### config.mk
export PLATFORM = sky130hd
export DESIGN_NAME = pipe_hazard_ctrl_flat
export DESIGN_NICKNAME = d
export VERILOG_FILES = /design/src/rtl/pipe_hazard_if.sv /design/src/rtl/pipe_hazard_ctrl.sv /design/src/flat_wrapper.sv
export SDC_FILE = /design/constraint.sdc
export NUM_CORES = 1
export LEC_CHECK = 0
export CAP_MARGIN = 20
export CORE_ASPECT_RATIO = 1.75
export CORE_MARGIN = 10
export CORE_UTILIZATION = 54
export CTS_BUF_LIST = sky130_fd_sc_hd__clkbuf_8
export CTS_CLUSTER_DIAMETER = 40
export DETAILED_ROUTE_END_ITERATION = 16
export GPL_ROUTABILITY_DRIVEN = 1
export HOLD_SLACK_MARGIN = 0.06
export PLACE_DENSITY = 0.95
export SETUP_SLACK_MARGIN = 0.2
export SLEW_MARGIN = 20
export SYNTH_ARGS = -nofsm -noshare
export SYNTH_HDL_FRONTEND = slang
export SYNTH_SLANG_ARGS = --single-unit
export TNS_END_PERCENT = 20
### constraint.sdc
create_clock -name clk -period 5.95 [get_ports clk]
set_clock_uncertainty 0.05 [all_clocks]
set_input_delay 1.19 -clock clk [delete_from_list [all_inputs] [get_ports clk]]
set_output_delay 1.19 -clock clk [all_outputs]
set_load 0.02 [all_outputs]
### src/rtl/pipe_hazard_if.sv
// Hazard-controller bus: per-stage hazard inputs from the pipeline and the
// stage-register control, PC enable and status outputs back to it.
interface pipe_hazard_if #(
    parameter int unsigned CNT_W = 64
);
    logic [4:0]       id_rs1_addr;
    logic [4:0]       id_rs2_addr;
    logic             id_rs1_ren;
    logic             id_rs2_ren;
    logic [4:0]       ex_rd_addr;
    logic             ex_is_load;
    logic             ex_redirect;
    logic             if_ready;
    logic             mem_req;
    logic             mem_ready;
    logic [1:0]       ctrl_if_id;
    logic [1:0]       ctrl_id_ex;
    logic [1:0]       ctrl_ex_mem;
    logic [1:0]       ctrl_mem_wb;
    logic             pc_wen;
    logic             halt_o;
    logic [CNT_W-1:0] stall_cnt_o;

    modport master (
        output id_rs1_addr, id_rs2_addr, id_rs1_ren, id_rs2_ren, ex_rd_addr, ex_is_load,
               ex_redirect, if_ready, mem_req, mem_ready,
        input  ctrl_if_id, ctrl_id_ex, ctrl_ex_mem, ctrl_mem_wb, pc_wen, halt_o, stall_cnt_o
    );

    modport slave (
        input  id_rs1_addr, id_rs2_addr, id_rs1_ren, id_rs2_ren, ex_rd_addr, ex_is_load,
               ex_redirect, if_ready, mem_req, mem_ready,
        output ctrl_if_id, ctrl_id_ex, ctrl_ex_mem, ctrl_mem_wb, pc_wen, halt_o, stall_cnt_o
    );
endinterface

### src/rtl/pipe_hazard_ctrl.sv
// Central 5-stage pipeline controller: prioritised hazard resolution, data-memory
// wait FSM with a halting timeout, and a stall-cycle counter.
module pipe_hazard_ctrl #(
    parameter int unsigned MEM_TIMEOUT = 16,
    parameter int unsigned CNT_W       = 64
) (
    input logic       clk,
    input logic       rst,
    pipe_hazard_if.slave hz
);
    localparam int unsigned WCW = $clog2(MEM_TIMEOUT);

    localparam logic [1:0] CtrlDefault = 2'b00;
    localparam logic [1:0] CtrlStalled = 2'b01;
    localparam logic [1:0] CtrlBubble  = 2'b10;

    localparam logic [1:0] StIdle = 2'b00;
    localparam logic [1:0] StWait = 2'b01;
    localparam logic [1:0] StHalt = 2'b10;

    logic [1:0]       state_q, state_d;
    logic [WCW-1:0]   wait_cnt_q, wait_cnt_d;
    logic [CNT_W-1:0] stall_cnt_q, stall_cnt_d;

    logic       mem_stall;
    logic       load_use;
    logic [1:0] if_id, id_ex, ex_mem, mem_wb;
    logic       pc_wen;

    always_comb begin
        mem_stall = ((state_q == StIdle) && hz.mem_req && !hz.mem_ready) ||
                    ((state_q == StWait) && !hz.mem_ready);
        load_use  = hz.ex_is_load && (hz.ex_rd_addr != 5'd0) &&
                    ((hz.id_rs1_ren && (hz.id_rs1_addr == hz.ex_rd_addr)) ||
                     (hz.id_rs2_ren && (hz.id_rs2_addr == hz.ex_rd_addr)));
    end

    // First matching hazard drives every output.
    always_comb begin
        if_id  = CtrlDefault;
        id_ex  = CtrlDefault;
        ex_mem = CtrlDefault;
        mem_wb = CtrlDefault;
        pc_wen = 1'b1;
        if (rst) begin
            if_id  = CtrlBubble;
            id_ex  = CtrlBubble;
            ex_mem = CtrlBubble;
            mem_wb = CtrlBubble;
            pc_wen = 1'b0;
        end else if (state_q == StHalt) begin
            if_id  = CtrlStalled;
            id_ex  = CtrlStalled;
            ex_mem = CtrlStalled;
            mem_wb = CtrlStalled;
            pc_wen = 1'b0;
        end else if (mem_stall) begin
            if_id  = CtrlStalled;
            id_ex  = CtrlStalled;
            ex_mem = CtrlStalled;
            mem_wb = CtrlBubble;
            pc_wen = 1'b0;
        end else if (hz.ex_redirect) begin
            if_id  = CtrlBubble;
            id_ex  = CtrlBubble;
        end else if (load_use) begin
            if_id  = CtrlStalled;
            id_ex  = CtrlBubble;
            pc_wen = 1'b0;
        end else if (!hz.if_ready) begin
            if_id  = CtrlBubble;
            pc_wen = 1'b0;
        end
    end

    always_comb begin
        state_d     = state_q;
        wait_cnt_d  = wait_cnt_q;
        stall_cnt_d = stall_cnt_q;
        case (state_q)
            StIdle: begin
                if (hz.mem_req && !hz.mem_ready) begin
                    state_d    = StWait;
                    wait_cnt_d = WCW'(1);
                end
            end
            StWait: begin
                if (hz.mem_ready) begin
                    state_d    = StIdle;
                    wait_cnt_d = '0;
                end else if (wait_cnt_q == WCW'(MEM_TIMEOUT - 1)) begin
                    state_d = StHalt;
                end else begin
                    wait_cnt_d = wait_cnt_q + WCW'(1);
                end
            end
            StHalt:  state_d = StHalt;
            default: state_d = StIdle;
        endcase
        if (!pc_wen) begin
            stall_cnt_d = stall_cnt_q + CNT_W'(1);
        end
    end

    always_ff @(posedge clk) begin
        if (rst) begin
            state_q     <= StIdle;
            wait_cnt_q  <= '0;
            stall_cnt_q <= '0;
        end else begin
            state_q     <= state_d;
            wait_cnt_q  <= wait_cnt_d;
            stall_cnt_q <= stall_cnt_d;
        end
    end

    assign hz.ctrl_if_id  = if_id;
    assign hz.ctrl_id_ex  = id_ex;
    assign hz.ctrl_ex_mem = ex_mem;
    assign hz.ctrl_mem_wb = mem_wb;
    assign hz.pc_wen      = pc_wen;
    assign hz.halt_o      = (state_q == StHalt);
    assign hz.stall_cnt_o = stall_cnt_q;
endmodule

### src/flat_wrapper.sv
// flat-port wrapper written by rule: the top's interface ports become plain ports
module pipe_hazard_ctrl_flat 
#(
    parameter int unsigned MEM_TIMEOUT = 16,
    parameter int unsigned CNT_W       = 64
)
  (clk, rst, hz_id_rs1_addr, hz_id_rs2_addr, hz_id_rs1_ren, hz_id_rs2_ren, hz_ex_rd_addr, hz_ex_is_load, hz_ex_redirect, hz_if_ready, hz_mem_req, hz_mem_ready, hz_ctrl_if_id, hz_ctrl_id_ex, hz_ctrl_ex_mem, hz_ctrl_mem_wb, hz_pc_wen, hz_halt_o, hz_stall_cnt_o);
  pipe_hazard_if #(.CNT_W(CNT_W)) hz_i ();
  input logic clk;
  input logic rst;
  input wire logic [$bits(hz_i.id_rs1_addr)-1:0] hz_id_rs1_addr;
  input wire logic [$bits(hz_i.id_rs2_addr)-1:0] hz_id_rs2_addr;
  input wire logic [$bits(hz_i.id_rs1_ren)-1:0] hz_id_rs1_ren;
  input wire logic [$bits(hz_i.id_rs2_ren)-1:0] hz_id_rs2_ren;
  input wire logic [$bits(hz_i.ex_rd_addr)-1:0] hz_ex_rd_addr;
  input wire logic [$bits(hz_i.ex_is_load)-1:0] hz_ex_is_load;
  input wire logic [$bits(hz_i.ex_redirect)-1:0] hz_ex_redirect;
  input wire logic [$bits(hz_i.if_ready)-1:0] hz_if_ready;
  input wire logic [$bits(hz_i.mem_req)-1:0] hz_mem_req;
  input wire logic [$bits(hz_i.mem_ready)-1:0] hz_mem_ready;
  output wire logic [$bits(hz_i.ctrl_if_id)-1:0] hz_ctrl_if_id;
  output wire logic [$bits(hz_i.ctrl_id_ex)-1:0] hz_ctrl_id_ex;
  output wire logic [$bits(hz_i.ctrl_ex_mem)-1:0] hz_ctrl_ex_mem;
  output wire logic [$bits(hz_i.ctrl_mem_wb)-1:0] hz_ctrl_mem_wb;
  output wire logic [$bits(hz_i.pc_wen)-1:0] hz_pc_wen;
  output wire logic [$bits(hz_i.halt_o)-1:0] hz_halt_o;
  output wire logic [$bits(hz_i.stall_cnt_o)-1:0] hz_stall_cnt_o;
  assign hz_i.id_rs1_addr = hz_id_rs1_addr;
  assign hz_i.id_rs2_addr = hz_id_rs2_addr;
  assign hz_i.id_rs1_ren = hz_id_rs1_ren;
  assign hz_i.id_rs2_ren = hz_id_rs2_ren;
  assign hz_i.ex_rd_addr = hz_ex_rd_addr;
  assign hz_i.ex_is_load = hz_ex_is_load;
  assign hz_i.ex_redirect = hz_ex_redirect;
  assign hz_i.if_ready = hz_if_ready;
  assign hz_i.mem_req = hz_mem_req;
  assign hz_i.mem_ready = hz_mem_ready;
  assign hz_ctrl_if_id = hz_i.ctrl_if_id;
  assign hz_ctrl_id_ex = hz_i.ctrl_id_ex;
  assign hz_ctrl_ex_mem = hz_i.ctrl_ex_mem;
  assign hz_ctrl_mem_wb = hz_i.ctrl_mem_wb;
  assign hz_pc_wen = hz_i.pc_wen;
  assign hz_halt_o = hz_i.halt_o;
  assign hz_stall_cnt_o = hz_i.stall_cnt_o;
  pipe_hazard_ctrl #(.MEM_TIMEOUT(MEM_TIMEOUT), .CNT_W(CNT_W)) u_core (.clk(clk), .rst(rst), .hz(hz_i));
endmodule
**Word-level counts from Yosys, hierarchy flattened**

Index checks and enable logic that the tools add are counted.

- Register bits after elaboration: 70
- Input port bits: 24
- Output and inout bits: 74
- Logic and storage cells: 60

- Add/sub/neg operators: 2
- Equality and inequality tests: 8
- Muxes and demuxes: 31
- Reductions and logical operators: 16

Operator list:

| kind | count |
|---|---|
| adder 64 x 1 -> 64 bit, second input constant | 1 |
| 2-to-1 mux 2 bit | 19 |
| 2-to-1 mux 4 bit | 3 |
| == test 5 bit | 2 |
| logical AND 1 bit | 8 |
| one-hot mux 4 bit (2 select lines) | 1 |
| 2-to-1 mux 1 bit | 7 |
| != test 3 bit, second input constant | 2 |
| one-hot mux 2 bit (3 select lines) | 1 |
| nonzero test 5 bit | 1 |
| adder 4 x 1 -> 4 bit, second input constant | 1 |
| == test 4 bit, second input constant | 1 |
| AND reduction 3 bit | 1 |
| == test 2 x 1 -> 1 bit, second input constant | 1 |
| == test 2 bit, second input constant | 1 |
| logical NOT 2 bit | 1 |
| logical OR 1 bit | 2 |
| != test 2 bit, second input constant | 1 |
| AND reduction 2 bit | 1 |
| nonzero test 2 bit | 1 |
| logical NOT 1 bit | 1 |

**Longest topological paths before layout**

Gate-level depths: netlist of run 1.

- Word-level depth: 9
- Mapped depth: 9
- Mapped depth without buffers: 8

**Least setup slack after synthesis of run 1**

Ideal clock, no wire load.

- Path type: in2out
- From: input port hz_ex_rd_addr[3]
- To: output port hz_ctrl_if_id[0]
- Arrival time: 2768 ps
- Data required time: 4710 ps
- Setup slack: 1942 ps
- Stages: 6
- Path buffers: 1
- Cell sequence: xor2_1 > nor4_1 > a32oi_1 > o31ai_4 > clkbuf_1 > nor2b_1

- Word-level cells in the longest chain between the ends: 9
- Elaborated cells on any way between the ends: 13
- Those cells by class: eq/ne (2); mux (5); reduce/logical (6)

RTL lines:

| what | line | RTL |
|---|---|---|
| start: declaration | flat_wrapper.sv:15 | `input wire logic [$bits(hz_i.ex_rd_addr)-1:0] hz_ex_rd_addr;` |
| == test 5 bit, on equally long branches | pipe_hazard_ctrl.sv:34, pipe_hazard_ctrl.sv:35 |  |
| logical AND 1 bit, on equally long branches | pipe_hazard_ctrl.sv:34, pipe_hazard_ctrl.sv:35 |  |
| logical OR 1 bit | pipe_hazard_ctrl.sv:34 | `((hz.id_rs1_ren && (hz.id_rs1_addr == hz.ex_rd_addr)) \|\|` |
| logical AND 1 bit (*) | pipe_hazard_ctrl.sv:33 | `load_use = hz.ex_is_load && (hz.ex_rd_addr != 5'd0) &&` |
| 2-to-1 mux 2 bit (*) | pipe_hazard_ctrl.sv:66 | `end else if (load_use) begin` |
| 2-to-1 mux 2 bit (*) | pipe_hazard_ctrl.sv:63 | `end else if (hz.ex_redirect) begin` |
| 2-to-1 mux 2 bit (*) | pipe_hazard_ctrl.sv:57 | `end else if (mem_stall) begin` |
| 2-to-1 mux 2 bit (*) | pipe_hazard_ctrl.sv:51 | `end else if (state_q == StHalt) begin` |
| 2-to-1 mux 2 bit (*) | pipe_hazard_ctrl.sv:45 | `if (rst) begin` |
| end: declaration | flat_wrapper.sv:21 | `output wire logic [$bits(hz_i.ctrl_if_id)-1:0] hz_ctrl_if_id;` |

Every way passes the cells marked *; elsewhere a longest branch is shown, timed or not.

**Final worst setup path of run 1**

- From: input port hz_ex_rd_addr[0]
- To: output port hz_pc_wen

- Word-level cells in the longest chain between the ends: 9
- Elaborated cells on any way between the ends: 13
- Those cells by class: eq/ne (2); mux (5); reduce/logical (6)

RTL lines:

| what | line | RTL |
|---|---|---|
| == test 5 bit, on equally long branches | pipe_hazard_ctrl.sv:34, pipe_hazard_ctrl.sv:35 |  |
| logical AND 1 bit, on equally long branches | pipe_hazard_ctrl.sv:34, pipe_hazard_ctrl.sv:35 |  |
| logical OR 1 bit | pipe_hazard_ctrl.sv:34 |  |
| logical AND 1 bit (*) | pipe_hazard_ctrl.sv:33 |  |
| 2-to-1 mux 1 bit (*) | pipe_hazard_ctrl.sv:66 |  |
| 2-to-1 mux 1 bit (*) | pipe_hazard_ctrl.sv:63 |  |
| 2-to-1 mux 1 bit (*) | pipe_hazard_ctrl.sv:57 |  |
| 2-to-1 mux 1 bit (*) | pipe_hazard_ctrl.sv:51 |  |
| 2-to-1 mux 1 bit (*) | pipe_hazard_ctrl.sv:45 |  |
| end: declaration | flat_wrapper.sv:25 | `output wire logic [$bits(hz_i.pc_wen)-1:0] hz_pc_wen;` |

Marked as above.

==> results by group, run 1 <==
Setup path
  – R2R Setup Slk: 3.11 ns
  – Startpoint Class: input port
  – Reg2Reg Depth: 7
  – Crit path capture type: output pin
  – Crit path cell chain: clkdlybuf4s50_1, or4_1, o21ai_1, o31ai_4, buf_4, nor2_1, clkdlybuf4s50_1
  – CP dominant cell by count: clkdlybuf4s50_1
  – Crit-path max FO: 17
  – Critical path's slowest cell: clkdlybuf4s50_1
  – Critical Path Max Stage Delay: 0.70 ns
  – Critical path type: in -> out
  – Reg-to-reg endpoint: u_core.hz.stall_cnt_o[57]$_SDFFE_PP0N_
  – Critical Path AT: 3.83 ns
  – Reg2reg start: u_core.hz.stall_cnt_o[6]$_SDFFE_PP0N_
  – CP required: 4.71 ns

Global routing
  – Gr busiest metal: met2
  – Number of global-route vias before repair: 3668
  – Met1 Use GR: 17.5%
  – Met2 Track Usage GR: 37.2%
  – GR Layer Usage met3: 5.93%
  – Total gr overflow: 0
  – Maximum number of pins on one net before global-route repair: 52
  – Initial antenna violation count: 0
  – First-pass GRT wire length: 17500 µm
  – Gr usage total: 19.3%

Clock network
  – Clk sink count: 70
  – Setup bufs post-CTS: 0
  – Clk root buf: clkbuf_8
  – CTS H-Tree Depth: 3
  – Longest Clk Path Bufs: 2
  – CTS tree: yes
  – Clk Latency, worst-skew pair: 0.35 ns
  – Total CTS buffers: 9
  – Reg clk slew, reported paths: 0.07 ns
  – CTS Hold Bufs: 0
  – CTS resizes: 0

Pwr
  – Overall Power: 0.000885 W
  – Int Power: 0.000653 W
  – Switch Pwr: 0.000232 W
  – Pwr per Cell Area: 181 nW/µm²
  – Comb pwr share: 9.8%
  – Sw Ratio: 26.2%
  – Clk pwr share: 36.2%
  – Worst vdd ir: 0.000151 V
  – P_leak: 1.68 nW
  – Share of power burned in registers: 54.0%

Min path
  – Hold Path Stages: 2
  – Hold Startpoint: u_core.hz.stall_cnt_o[63]$_SDFFE_PP0N_
  – Hold Crit Class: reg -> reg
  – WHS Endpoint: u_core.hz.stall_cnt_o[63]$_SDFFE_PP0N_

Final layout
  – # diodes: 0
  – Syn-to-layout area delta: 30.6%
  – Final std cells w/o fill: 619
  – Nets@finish: 557
  – Post-route cell area: 4880 µm²
  – Fillers: 517
  – Util after Layout: 71.7%
  – Share of cells above drive strength 1: 6.17%

STA
  – Final setup fails: 0
  – RSZ-0062 raised after global routing: no
  – Slew @ Worst Pin: 0.673 ns
  – Max Clock Freq: 197 MHz
  – Max transition margin: 54.8%
  – Count of pins over their slew limit: 0
  – Final min period: 5.07 ns
  – Final hold viol count: 0
  – Final setup TNS: 0 ns
  – Fin crit share: 85.3%

Floorplan
  – Die height: 130 µm
  – Starting density of the core: 54.9%
  – Std-Cell Rows: 40
  – Die footprint: 10800 µm²
  – Die Width: 82.9 µm
  – I/O pin count: 98
  – Area of the core: 6810 µm²

Yosys
  – Synth Instances: 443
  – Syn_area_per_cell: 8.43 µm²
  – Synth area leader: dfxtp_1
  – Ys flop type: dfxtp_1
  – Area contributors post-synth: dfxtp_1, xor2_1, nor2_1, o2111ai_1, o21ai_0
  – Yosys cell types: 46
  – Most frequent cell after synthesis: dfxtp_1
  – Post-synth top cells: dfxtp_1, nor2_1, xor2_1
  – Number of flops mapped to enable cells by yosys: 0
  – Seq/Total Area, Yosys: 37.5%
  – Fraction of registers with async set/reset: 0%
  – Top-area cell type share of the netlist area: 37.5%
  – Synth Register Bits: 70
  – Cell area after synthesis: 3740 µm²
  – Synthesis Warnings: 0
  – Syn_nets: 469

Flow run
  – MaxCap Viol Count: 0

Routing
  – Via Count: 3628
  – Final Routed Wirelength: 10700 µm
  – DR pass1 iterations: 5
  – Vias/cell: 5.86
  – Iteration-0 DRC Markers: 337
  – Detail Route Antenna Nets: 0
  – DR WL/cell: 17.3 µm
  – Post-route DRC: 0

Placement
  – DP Area: 4720 µm²
  – Post-Place Cells: 604
  – Dpl hpwl: 7920 µm
  – RePlAce Congestion: 0.841
  – Port-buffer cells: 97

Outcome
  – Outcome: complete, no violations
-- layout by cell type (no fill, tap or decap), types with 2 or more instances in the layout --
master and count:
and2_1 6, xor2_1 42, nor3_1 8, ha_1 2, nor3b_1 3, nand4_1 3
nand2b_1 4, clkinv_2 4, nand2_1 23, nor2_1 53, or4_1 8, nand4_2 2
and3_1 19, or2_2 2, clkbuf_8 9, buf_4 4, o21a_1 2, o21ai_0 29
inv_1 14, or3_1 16, and4_1 3, nor4_1 5, nand3_1 16, o31ai_1 7
o2111ai_1 17, xnor2_1 9, o211ai_1 12, dfxtp_1 70, nor2b_1 4, clkdlybuf4s50_1 96
a21oi_1 26
-- area by class of cell --
class                           count  area [µm²]  share of cell area (%)
Multi-Input combinational cell    336        2170                    44.5
Sequential cell                    70        1400                    28.7
Timing Repair Buffer              101         996                    20.4
Clock buffer                        9         124                    2.54
Tap cell                           84         105                    2.15
Inverter                           13        48.8                    1.00
Clock inverter                      6        31.3                   0.641
-- worst max-delay path by stage --
| stage | from | end | slack, ns | cells after the start |
|---|---|---|---|---|
| finish | hz_ex_rd_addr[0] | hz_pc_wen | 0.88 | 7 |
| global route | hz_ex_rd_addr[0] | hz_pc_wen | 0.78 | 7 |
| CTS | hz_ex_rd_addr[0] | hz_pc_wen | 0.89 | 7 |
| detailed placement | hz_ex_rd_addr[0] | hz_pc_wen | 0.90 | 7 |
| global placement | hz_ex_rd_addr[0] | hz_pc_wen | 0.99 | 7 |
| floorplan | hz_ex_rd_addr[3] | hz_ctrl_if_id[0] | 1.94 | 6 |
-- critical path: cells and delay by family --
kind            cells  cell delay [ns]
compound gates      2             0.38
buf+inv             3             1.38
simple gates        2             0.88
-- state kept, by name (all words and copies together), names as in the netlist --
signal and count:
u_core.state_q 2, u_core.wait_cnt_q 4, u_core.hz.stall_cnt_o 64
-- metal layers --
metal	vias to the layer above	part of all wire (%)
met4	0	2.9
met5	-	0
li1	1765	-
met3	30	6.0
met2	99	56
met1	1734	35
-- kinds of logic (layout without fill, tap and decap cells) --
group | Yosys count | count (layout) | share of synthesized area, %
AOI/OAI and AO/OA | 100 | 100 | 18.0
xor gates and xnor gates | 51 | 51 | 12.0
adders and majority gates | 2 | 2 | 0.670
buffers and inverters | 37 | 129 | 4.35
DFF | 70 | 70 | 37.5
muxes | 1 | 1 | 0.268
and+or+nand+nor | 182 | 182 | 27.3
-- power groups by stage --
stage | clock [W] | sequential [W] | combinational, W
floorplan | 0 | 0.000491 | 0.0000434
CTS | 0.000323 | 0.000478 | 0.0000872
detailed placement | 0 | 0.000488 | 0.0000863
global route | 0.000348 | 0.000478 | 0.0000943
global placement | 0 | 0.000488 | 0.0000830
finish | 0.000320 | 0.000478 | 0.0000871
-- metrics by stage --
stage | setup slack (ns) | hold slack (ns)
CTS | 0.887 | 0.446
global placement | 0.995 | 0.423
global route | 0.777 | 0.470
finish | 0.877 | 0.444
floorplan | 1.94 | 0.454
detailed placement | 0.898 | 0.437
Note: power is estimated with default switching activity, not from simulation.
==> inputs of run 2 (changes only) <==
--- a/config.mk
+++ b/config.mk
@@ -13,6 +13,7 @@
 export CTS_CLUSTER_DIAMETER = 40
 export DETAILED_ROUTE_END_ITERATION = 16
 export GPL_ROUTABILITY_DRIVEN = 1
+export GPL_TIMING_DRIVEN = 1
 export HOLD_SLACK_MARGIN = 0.06
 export PLACE_DENSITY = 0.95
 export SETUP_SLACK_MARGIN = 0.2
==> results of run 2 <==
No change in the layout: final DEF, timing and power equal those of run 1.
